$ cat src/rtl/tlul_host_arb.sv
// Shares one TL-UL device port between NHost hosts; A requests are tagged with the host index and D responses routed back by that tag.
// Round-robin by default; define TLUL_HOST_ARB_FIXED_PRIO_EN for fixed priority (host 0 highest).

package tlul_host_arb_pkg;
   localparam int TL_AW  = 32;
   localparam int TL_DW  = 32;
   localparam int TL_AIW = 8;
   localparam int TL_DBW = 4;
   localparam int TL_SZW = 2;
endpackage

module tlul_host_arb
   import tlul_host_arb_pkg::*;
#(
   parameter int NHost  = 2,
   parameter int MaxOut = 4,
   parameter int HIdW   = $clog2(NHost)
) (
   input  logic                               clk_i,
   input  logic                               rst_i,

   input  logic [NHost-1:0]                   h_a_valid_i,
   output logic [NHost-1:0]                   h_a_ready_o,
   input  logic [NHost-1:0][2:0]              h_a_opcode_i,
   input  logic [NHost-1:0][TL_AW-1:0]        h_a_address_i,
   input  logic [NHost-1:0][TL_DW-1:0]        h_a_data_i,
   input  logic [NHost-1:0][TL_DBW-1:0]       h_a_mask_i,
   input  logic [NHost-1:0][TL_SZW-1:0]       h_a_size_i,
   input  logic [NHost-1:0][TL_AIW-1:0]       h_a_source_i,

   output logic [NHost-1:0]                   h_d_valid_o,
   input  logic [NHost-1:0]                   h_d_ready_i,
   output logic [2:0]                         h_d_opcode_o,
   output logic [TL_DW-1:0]                   h_d_data_o,
   output logic [TL_AIW-1:0]                  h_d_source_o,
   output logic                               h_d_error_o,

   output logic                               dev_a_valid_o,
   input  logic                               dev_a_ready_i,
   output logic [2:0]                         dev_a_opcode_o,
   output logic [TL_AW-1:0]                   dev_a_address_o,
   output logic [TL_DW-1:0]                   dev_a_data_o,
   output logic [TL_DBW-1:0]                  dev_a_mask_o,
   output logic [TL_SZW-1:0]                  dev_a_size_o,
   output logic [TL_AIW-1:0]                  dev_a_source_o,

   input  logic                               dev_d_valid_i,
   output logic                               dev_d_ready_o,
   input  logic [2:0]                         dev_d_opcode_i,
   input  logic [TL_DW-1:0]                   dev_d_data_i,
   input  logic [TL_AIW-1:0]                  dev_d_source_i,
   input  logic                               dev_d_error_i,

   output logic [3:0]                         out_cnt_o,
   output logic                               route_err_o
);

   logic              r_lockValid;
   logic [HIdW-1:0]   r_lockIdx;
   logic [3:0]        r_outCnt;
   logic              r_routeErr;

   logic              w_searchHit;
   logic [HIdW-1:0]   w_searchIdx;
   logic              w_grantReq;
   logic [HIdW-1:0]   w_grantIdx;
   logic              w_full;
   logic              w_devAValid;
   logic              w_aHs;
   logic [HIdW-1:0]   w_dTag;
   logic              w_tagOk;
   logic              w_devDReady;
   logic              w_dHs;
   logic              w_unusedSrcTop;

`ifdef TLUL_HOST_ARB_FIXED_PRIO_EN
   // Lowest index wins; scanning downward leaves the lowest requester.
   always_comb begin
      w_searchHit = 1'b0;
      w_searchIdx = '0;
      for (int i = NHost - 1; i >= 0; i--) begin
         if (h_a_valid_i[i]) begin
            w_searchHit = 1'b1;
            w_searchIdx = HIdW'(i);
         end
      end
   end
`else
   logic [HIdW-1:0]   r_rrPtr;
   logic [HIdW-1:0]   w_cand;

   // Scan offsets from the pointer downward so the nearest requester at or after rr_ptr is kept.
   always_comb begin
      w_searchHit = 1'b0;
      w_searchIdx = '0;
      w_cand      = '0;
      for (int i = NHost - 1; i >= 0; i--) begin
         w_cand = HIdW'((int'(r_rrPtr) + i) % NHost);
         if (h_a_valid_i[w_cand]) begin
            w_searchHit = 1'b1;
            w_searchIdx = w_cand;
         end
      end
   end

   always_ff @(posedge clk_i) begin
      if (rst_i) begin
         r_rrPtr <= '0;
      end else if (w_aHs) begin
         r_rrPtr <= (w_grantIdx == HIdW'(NHost - 1)) ? '0 : w_grantIdx + HIdW'(1);
      end
   end
`endif

   always_comb begin
      if (r_lockValid) begin
         w_grantIdx = r_lockIdx;
         w_grantReq = h_a_valid_i[r_lockIdx];
      end else begin
         w_grantIdx = w_searchIdx;
         w_grantReq = w_searchHit;
      end
   end

   assign w_full      = (r_outCnt == 4'(MaxOut));
   assign w_devAValid = w_grantReq & ~w_full & ~rst_i;
   assign w_aHs       = w_devAValid & dev_a_ready_i;

   always_comb begin
      h_a_ready_o = '0;
      if (w_devAValid) begin
         h_a_ready_o[w_grantIdx] = dev_a_ready_i;
      end
   end

   assign dev_a_valid_o   = w_devAValid;
   assign dev_a_opcode_o  = h_a_opcode_i[w_grantIdx];
   assign dev_a_address_o = h_a_address_i[w_grantIdx];
   assign dev_a_data_o    = h_a_data_i[w_grantIdx];
   assign dev_a_mask_o    = h_a_mask_i[w_grantIdx];
   assign dev_a_size_o    = h_a_size_i[w_grantIdx];
   assign dev_a_source_o  = {w_grantIdx, h_a_source_i[w_grantIdx][TL_AIW-HIdW-1:0]};

   // Host tag bits of the incoming sources are overwritten by the grant index and never forwarded.
   always_comb begin
      w_unusedSrcTop = 1'b0;
      for (int h = 0; h < NHost; h++) begin
         w_unusedSrcTop = w_unusedSrcTop ^ (^h_a_source_i[h][TL_AIW-1 -: HIdW]);
      end
   end

   assign w_dTag  = dev_d_source_i[TL_AIW-1 -: HIdW];
   assign w_tagOk = (int'(w_dTag) < NHost);

   // Responses with a tag beyond the host count are swallowed so the device never stalls.
   always_comb begin
      h_d_valid_o = '0;
      w_devDReady = 1'b1;
      if (w_tagOk) begin
         h_d_valid_o[w_dTag] = dev_d_valid_i & ~rst_i;
         w_devDReady         = h_d_ready_i[w_dTag];
      end
   end

   assign dev_d_ready_o = w_devDReady & ~rst_i;
   assign w_dHs         = dev_d_valid_i & dev_d_ready_o;
   assign h_d_opcode_o  = dev_d_opcode_i;
   assign h_d_data_o    = dev_d_data_i;
   assign h_d_error_o   = dev_d_error_i;
   assign h_d_source_o  = {{HIdW{1'b0}}, dev_d_source_i[TL_AIW-HIdW-1:0]};

   // Lock holds a stalled grant; outstanding count saturates at zero and flags the underflow.
   always_ff @(posedge clk_i) begin
      if (rst_i) begin
         r_lockValid <= 1'b0;
         r_lockIdx   <= '0;
         r_outCnt    <= '0;
         r_routeErr  <= 1'b0;
      end else begin
         if (w_devAValid && !dev_a_ready_i) begin
            r_lockValid <= 1'b1;
            r_lockIdx   <= w_grantIdx;
         end else if (w_aHs) begin
            r_lockValid <= 1'b0;
         end

         if (w_aHs && !w_dHs) begin
            r_outCnt <= r_outCnt + 4'd1;
         end else if (w_dHs && !w_aHs && (r_outCnt != 4'd0)) begin
            r_outCnt <= r_outCnt - 4'd1;
         end

         if ((dev_d_valid_i && !w_tagOk) || (w_dHs && !w_aHs && (r_outCnt == 4'd0))) begin
            r_routeErr <= 1'b1;
         end
      end
   end

   assign out_cnt_o   = r_outCnt;
   assign route_err_o = r_routeErr;

endmodule

$ cat config.mk
export PLATFORM = sky130hd
export DESIGN_NAME = tlul_host_arb
export DESIGN_NICKNAME = d
export VERILOG_FILES = /design/src/rtl/tlul_host_arb.sv
export SDC_FILE = /design/constraint.sdc
export NUM_CORES = 1
export LEC_CHECK = 0
export BUFFER_PORTS_ARGS = -buffer_cell sky130_fd_sc_hd__buf_2
export CAP_MARGIN = 5
export CORE_AREA = 2 2 135 137
export CTS_CLUSTER_SIZE = 10
export DETAILED_ROUTE_END_ITERATION = 12
export DIE_AREA = 0 0 137 139
export PLACE_DENSITY = 0.51
export SLEW_MARGIN = 20
export SYNTH_ARGS = -nofsm -noshare
export SYNTH_HDL_FRONTEND = slang
export SYNTH_SLANG_ARGS = --single-unit
$ cat constraint.sdc
create_clock -name clk_i -period 6.25 [get_ports clk_i]
set_clock_uncertainty 0.2 [all_clocks]
set_input_delay 0.9375 -clock clk_i [delete_from_list [all_inputs] [get_ports clk_i]]
set_output_delay 0.9375 -clock clk_i [all_outputs]
set_load 0.05 [all_outputs]
; ---- After elaboration in Yosys (flattened, before gate mapping)
; Index checks and enable logic that the tools add are counted.
[totals]
regBits = 8
in_bits = 214
out_inout_bits = 136
wordCells = 77
[classes]
eq_ne = 1
n_mux = 36
reduce_logical = 14
add_sub_neg = 4
bitwise = 10
n_lt_le_gt_ge = 7
[ops]
columns = op, count
row1 = two-way mux 32 bit, 4
row2 = two-way mux 1 bit, 19
row3 = two-way mux 4 bit, 4
row4 = two-way mux 7 bit, 2
row5 = less-than comparator 1 x 2 -> 1 bit (second input constant), 5
row6 = logical AND 1 bit, 7
row7 = bitwise AND 1 bit, 6
row8 = two-way mux 2 bit, 3
row9 = two-way mux 3 bit, 2
row10 = adder 4 x 1 -> 4 bit (second input constant), 1
row11 = bitwise AND 2 bit, 2
row12 = equality test 4 x 3 -> 1 bit (second input constant), 1
row13 = zero test 4 bit, 1
row14 = nonzero test 2 bit, 2
row15 = nonzero test 4 bit, 1
row16 = subtractor 4 x 1 -> 4 bit (second input constant), 1
row17 = zero test 1 bit, 3
row18 = adder 1 bit (second input constant), 2
row19 = demux 1 bit (select 1 bit), 2
row20 = greater-or-equal comparator 1 bit (second input constant), 2
row21 = NOT 1 bit, 2

; ---- Depth between registers and ports, before layout
[depth]
depth_word = 14
mapped_depth = 11
ltp_nobuf = 9

; ---- Worst setup path after synthesis
; No wires, ideal clock.
[synth_timing]
kind = input -> output
start = input rst_i
end = output h_a_ready_o[0]
t_arrival_ns = 2.701
required_ns = 5.112
slack_ns = 2.411
stages = 4
path_buffers = 1
path_cell_list = buf_6 o21ba_2 o211ai_2 nor3b_1
[synth_via]
elab_chain_cells = 3
[synth_rtl]
columns = item, line_no
row1 = "start, declared", 20  ; input logic rst_i,
row2 = NOT 1 bit, 126  ; assign w_devAValid = w_grantReq & ~w_full & ~rst_i;
row3 = bitwise AND 1 bit, 126
row4 = two-way mux 2 bit, 131  ; if (w_devAValid) begin
row5 = "end, declared", 23  ; output logic [NHost-1:0] h_a_ready_o,
; Every way passes these cells.

; ---- Worst setup path in the final report
[layout_timing]
start = input h_a_valid_i[0]
end = output dev_a_data_o[1]
[layout_via]
elab_chain_cells = 7
elab_cells_between_ends = 9
classes_between = mux: 9
[layout_rtl]
columns = item, line_no
row1 = "start, declared", 22  ; input logic [NHost-1:0] h_a_valid_i,
row2 = two-way mux 1 bit (not written as such) (2 in series), 99  ; if (h_a_valid_i[w_cand]) begin
row3 = two-way mux 1 bit, 99
row4 = two-way mux 1 bit (*), 99
row5 = two-way mux 1 bit (*), 116  ; if (r_lockValid) begin
row6 = two-way mux 32 bit (not written as such) (*) (2 in series), 139  ; assign dev_a_data_o = h_a_data_i[w_grantIdx];
row7 = "end, declared", 42  ; output logic [TL_DW-1:0] dev_a_data_o,
; Mark *: on every way between the ends. The rest lies on a longest branch, timed or not. The select of a mux whose other input is x is not followed.

==> results.toml <==
[worst_setup_path]
cp_max_fo = 43
crit_start = "h_a_valid_i[0]"
crit_slowest_cell = "buf_4"
critPathTopFamily = "buffers and inverters"
cp.depth = 6
crit_path_cell_trace = "buf_2 -> nor2b_1 -> o31ai_4 -> buf_4 -> mux2_1 -> buf_2"
critical_path.most_common_cell = "buf_2"
cp-endpoint = "dev_a_data_o[1]"
worstPathArrival_ns = 2.55
start_kind = "primary input"
cpPeakStageDelay_ns = 0.49
r2r_cells = 9
reg2reg_to = "out_cnt_o[3]$_SDFFE_PP0P_"
r2r-start = "out_cnt_o[0]$_SDFFE_PP0P_"
ff2ff_setup_slack_ns = 3.55
path_buf_inv = 3
crit_type = "in2out"
end_kind = "output pin"
critPathRequiredTime_ns = 5.11

[synthesis]
postSynthCellCount = 205
mappedNetlistNets = 422
synth_warnings = 0
synth_async_sr_flop_share_pct = 0
syn_area_per_cell_um2 = 9.43
synth_area_leaders = "mux2_1 (47%), buf_4 (19%), dfxtp_1 (8.3%)"
synth_edf_count = 0
ys_ff_latch = 8
seq_area_frac_synth_pct = 8.28
synth_cell_types = 42
syn_area_um2 = 1930
synth_top_area_share_pct = 46.6
yosysTopAreaCell = "mux2_1"
synthFlopType = "dfxtp_1"

[final_layout]
final_common_cell = "buf_2"
area_growth_pct = 66.1
drive_gt1_share_pct = 66.2
n_fill_cell = 2020
final_util_pct = 18.2
layout.cells.most_common_list = "buf_2 (260), mux2_1 (80), dfxtp_1 (8)"
layout.nets = 633

[floorplan]
io_pins = 350
initial_core_util_pct = 10.9
rows = 49
die_h_um = 139
die-area_um2 = 19000
die_w_um = 137
core_um2 = 17700

[global_routing]
grt_pass1_vias = 2182
grt_max_degree = 44
antenna_found_initial = 2
grt_usage_pct = 8.04
grt-ovfl-total = 0
grt_pass1_wl_mm = 11.8

[drt]
drt-pass1-iter-count = 4
drt_iter0_markers = 46
avgRoutedWirePerCell_um = 13.7
vias = 2296
remaining_drc_errors = 0
finalWirelength_mm = 8.83
ant_nets = 0
vias_per_cell = 3.57

[clock_network]
htreeDepth = 1
cts_tree = "yes"
numCtsBuffers = 3
clk_path_buf_depth = 2
cts_resized = 0
clk-insertion-delay-late_ns = 0.24
clkTransAtPathRegs_ns = 0.04
cts_root_buf = "clkbuf_16"
clock-sinks = 8
cts_hold_buf = 0
postCtsSetupRepairBufs = 0

[sta]
max_freq_mhz = 271
grt_setup_unrepaired = "false"
tightestPinTransition_ns = 0.558
finalHoldViolations = 0
fin_ws_ns = 2.56
timing.final.crit_share_pct = 59.0
period_needed_ns = 3.69
final.setup.tns_ns = 0
max_slew_margin_pct = 62.8
maxSlewViolCount = 0
finalSetupViolations = 0

[job]
cap_violations = 0

[placement]
hpwl_mm = 7.85
gp_congestion = 0.806
io_buffers = 260
dp_worst_setup_slack_ns = 2.53

[outcome]
status = "complete, no violations"

[power_and_ir_drop]
p_leak_nw = 1.68
vdd_ir_drop_max_mv = 0.203
total_power_mw = 0.759
power_density_nw_per_um2 = 236

[worst_hold_path]
hold_class = "reg2reg"
cells in the mapped netlist (2+ instances only):
master / instances
a21oi_1: 3
and3_1: 3
buf_2: 5
buf_4: 49
buf_6: 2
dfxtp_1: 8
ha_1: 2
inv_1: 3
mux2_1: 80
mux2i_1: 3
nand2_1: 5
nand3_1: 2
nor2_1: 6
nor3_1: 3
nor3_2: 2
nor4_1: 2
o31ai_1: 2
cell families after synthesis:
family                     share of synthesized area (%)
muxes                                               48.9
AOI/OAI and AO/OA                                   7.25
and+or+nand+nor                                     10.0
xor gates and xnor gates                           0.906
buffers and inverters                               22.1
adders and majority gates                           2.33
other                                              0.194
DFF                                                 8.28
stage by stage:
| step | hold slack, ns | cell area [µm²] | cells |
|---|---|---|---|
| 6_report | 0.272 | 3210 | 644 |
| 3_3_place_gp | 0.268 | 3130 | 640 |
| 2_1_floorplan | 0.257 | 1930 | 205 |
| 3_5_place_dp | 0.262 | 3130 | 640 |
| 4_1_cts | 0.273 | 3210 | 643 |
| 5_1_grt | 0.302 | 3210 | 644 |
flip-flops by register name, indices dropped and copies added (netlist names):
signal,flops
out_cnt_o,4
r_lockIdx,1
r_lockValid,1
r_rrPtr,1
route_err_o,1
how the worst min path moves through the flow:
stage	startpoint	end	slack (ns)	cells past startpoint
floorplan	r_rrPtr$_SDFFE_PP0P_	r_rrPtr$_SDFFE_PP0P_	0.26	2
global placement	route_err_o$_SDFFE_PP0P_	route_err_o$_SDFFE_PP0P_	0.27	2
detailed placement	route_err_o$_SDFFE_PP0P_	route_err_o$_SDFFE_PP0P_	0.26	2
CTS	route_err_o$_SDFFE_PP0P_	route_err_o$_SDFFE_PP0P_	0.27	2
global route	route_err_o$_SDFFE_PP0P_	route_err_o$_SDFFE_PP0P_	0.30	2
finish	route_err_o$_SDFFE_PP0P_	route_err_o$_SDFFE_PP0P_	0.27	2
metal layers:
layer  wire [µm]  vias to the layer above  GRT usage, %
met5           0                        -             0
met4          50                        0          1.25
met3         829                        7          1.50
met2        4580                      144          15.7
met1        3360                     1034          8.93
li1            -                     1111             -
layout make-up:
type | count | area, µm² | area share [%]
tap | 229 | 287 | 8.92
antenna | 1 | 2.50 | 0.0779
sequential | 8 | 160 | 4.99
inverter | 3 | 11.3 | 0.351
clock buffer | 3 | 75.1 | 2.34
multi-input combinational | 138 | 1360 | 42.3
timing repair buffer | 262 | 1320 | 41.0
where the power goes:
part	total (mW)	internal [mW]	switching, mW
sequential	0.0812	0.0631	0.0181
combinational	0.568	0.172	0.396
clock	0.110	0.0827	0.0274
worst register-to-register path: stages (launching register included):
cell and delay (ns):
dfxtp_1 0.36, nor3_1 0.40, nand2_1 0.27, nand3_1 0.26
ha_1 0.32, a21oi_1 0.14, nand2_1 0.10, and4_4 0.20
o31a_1 0.24, nor3_2 0.13
(Power assumes the default switching activity.)
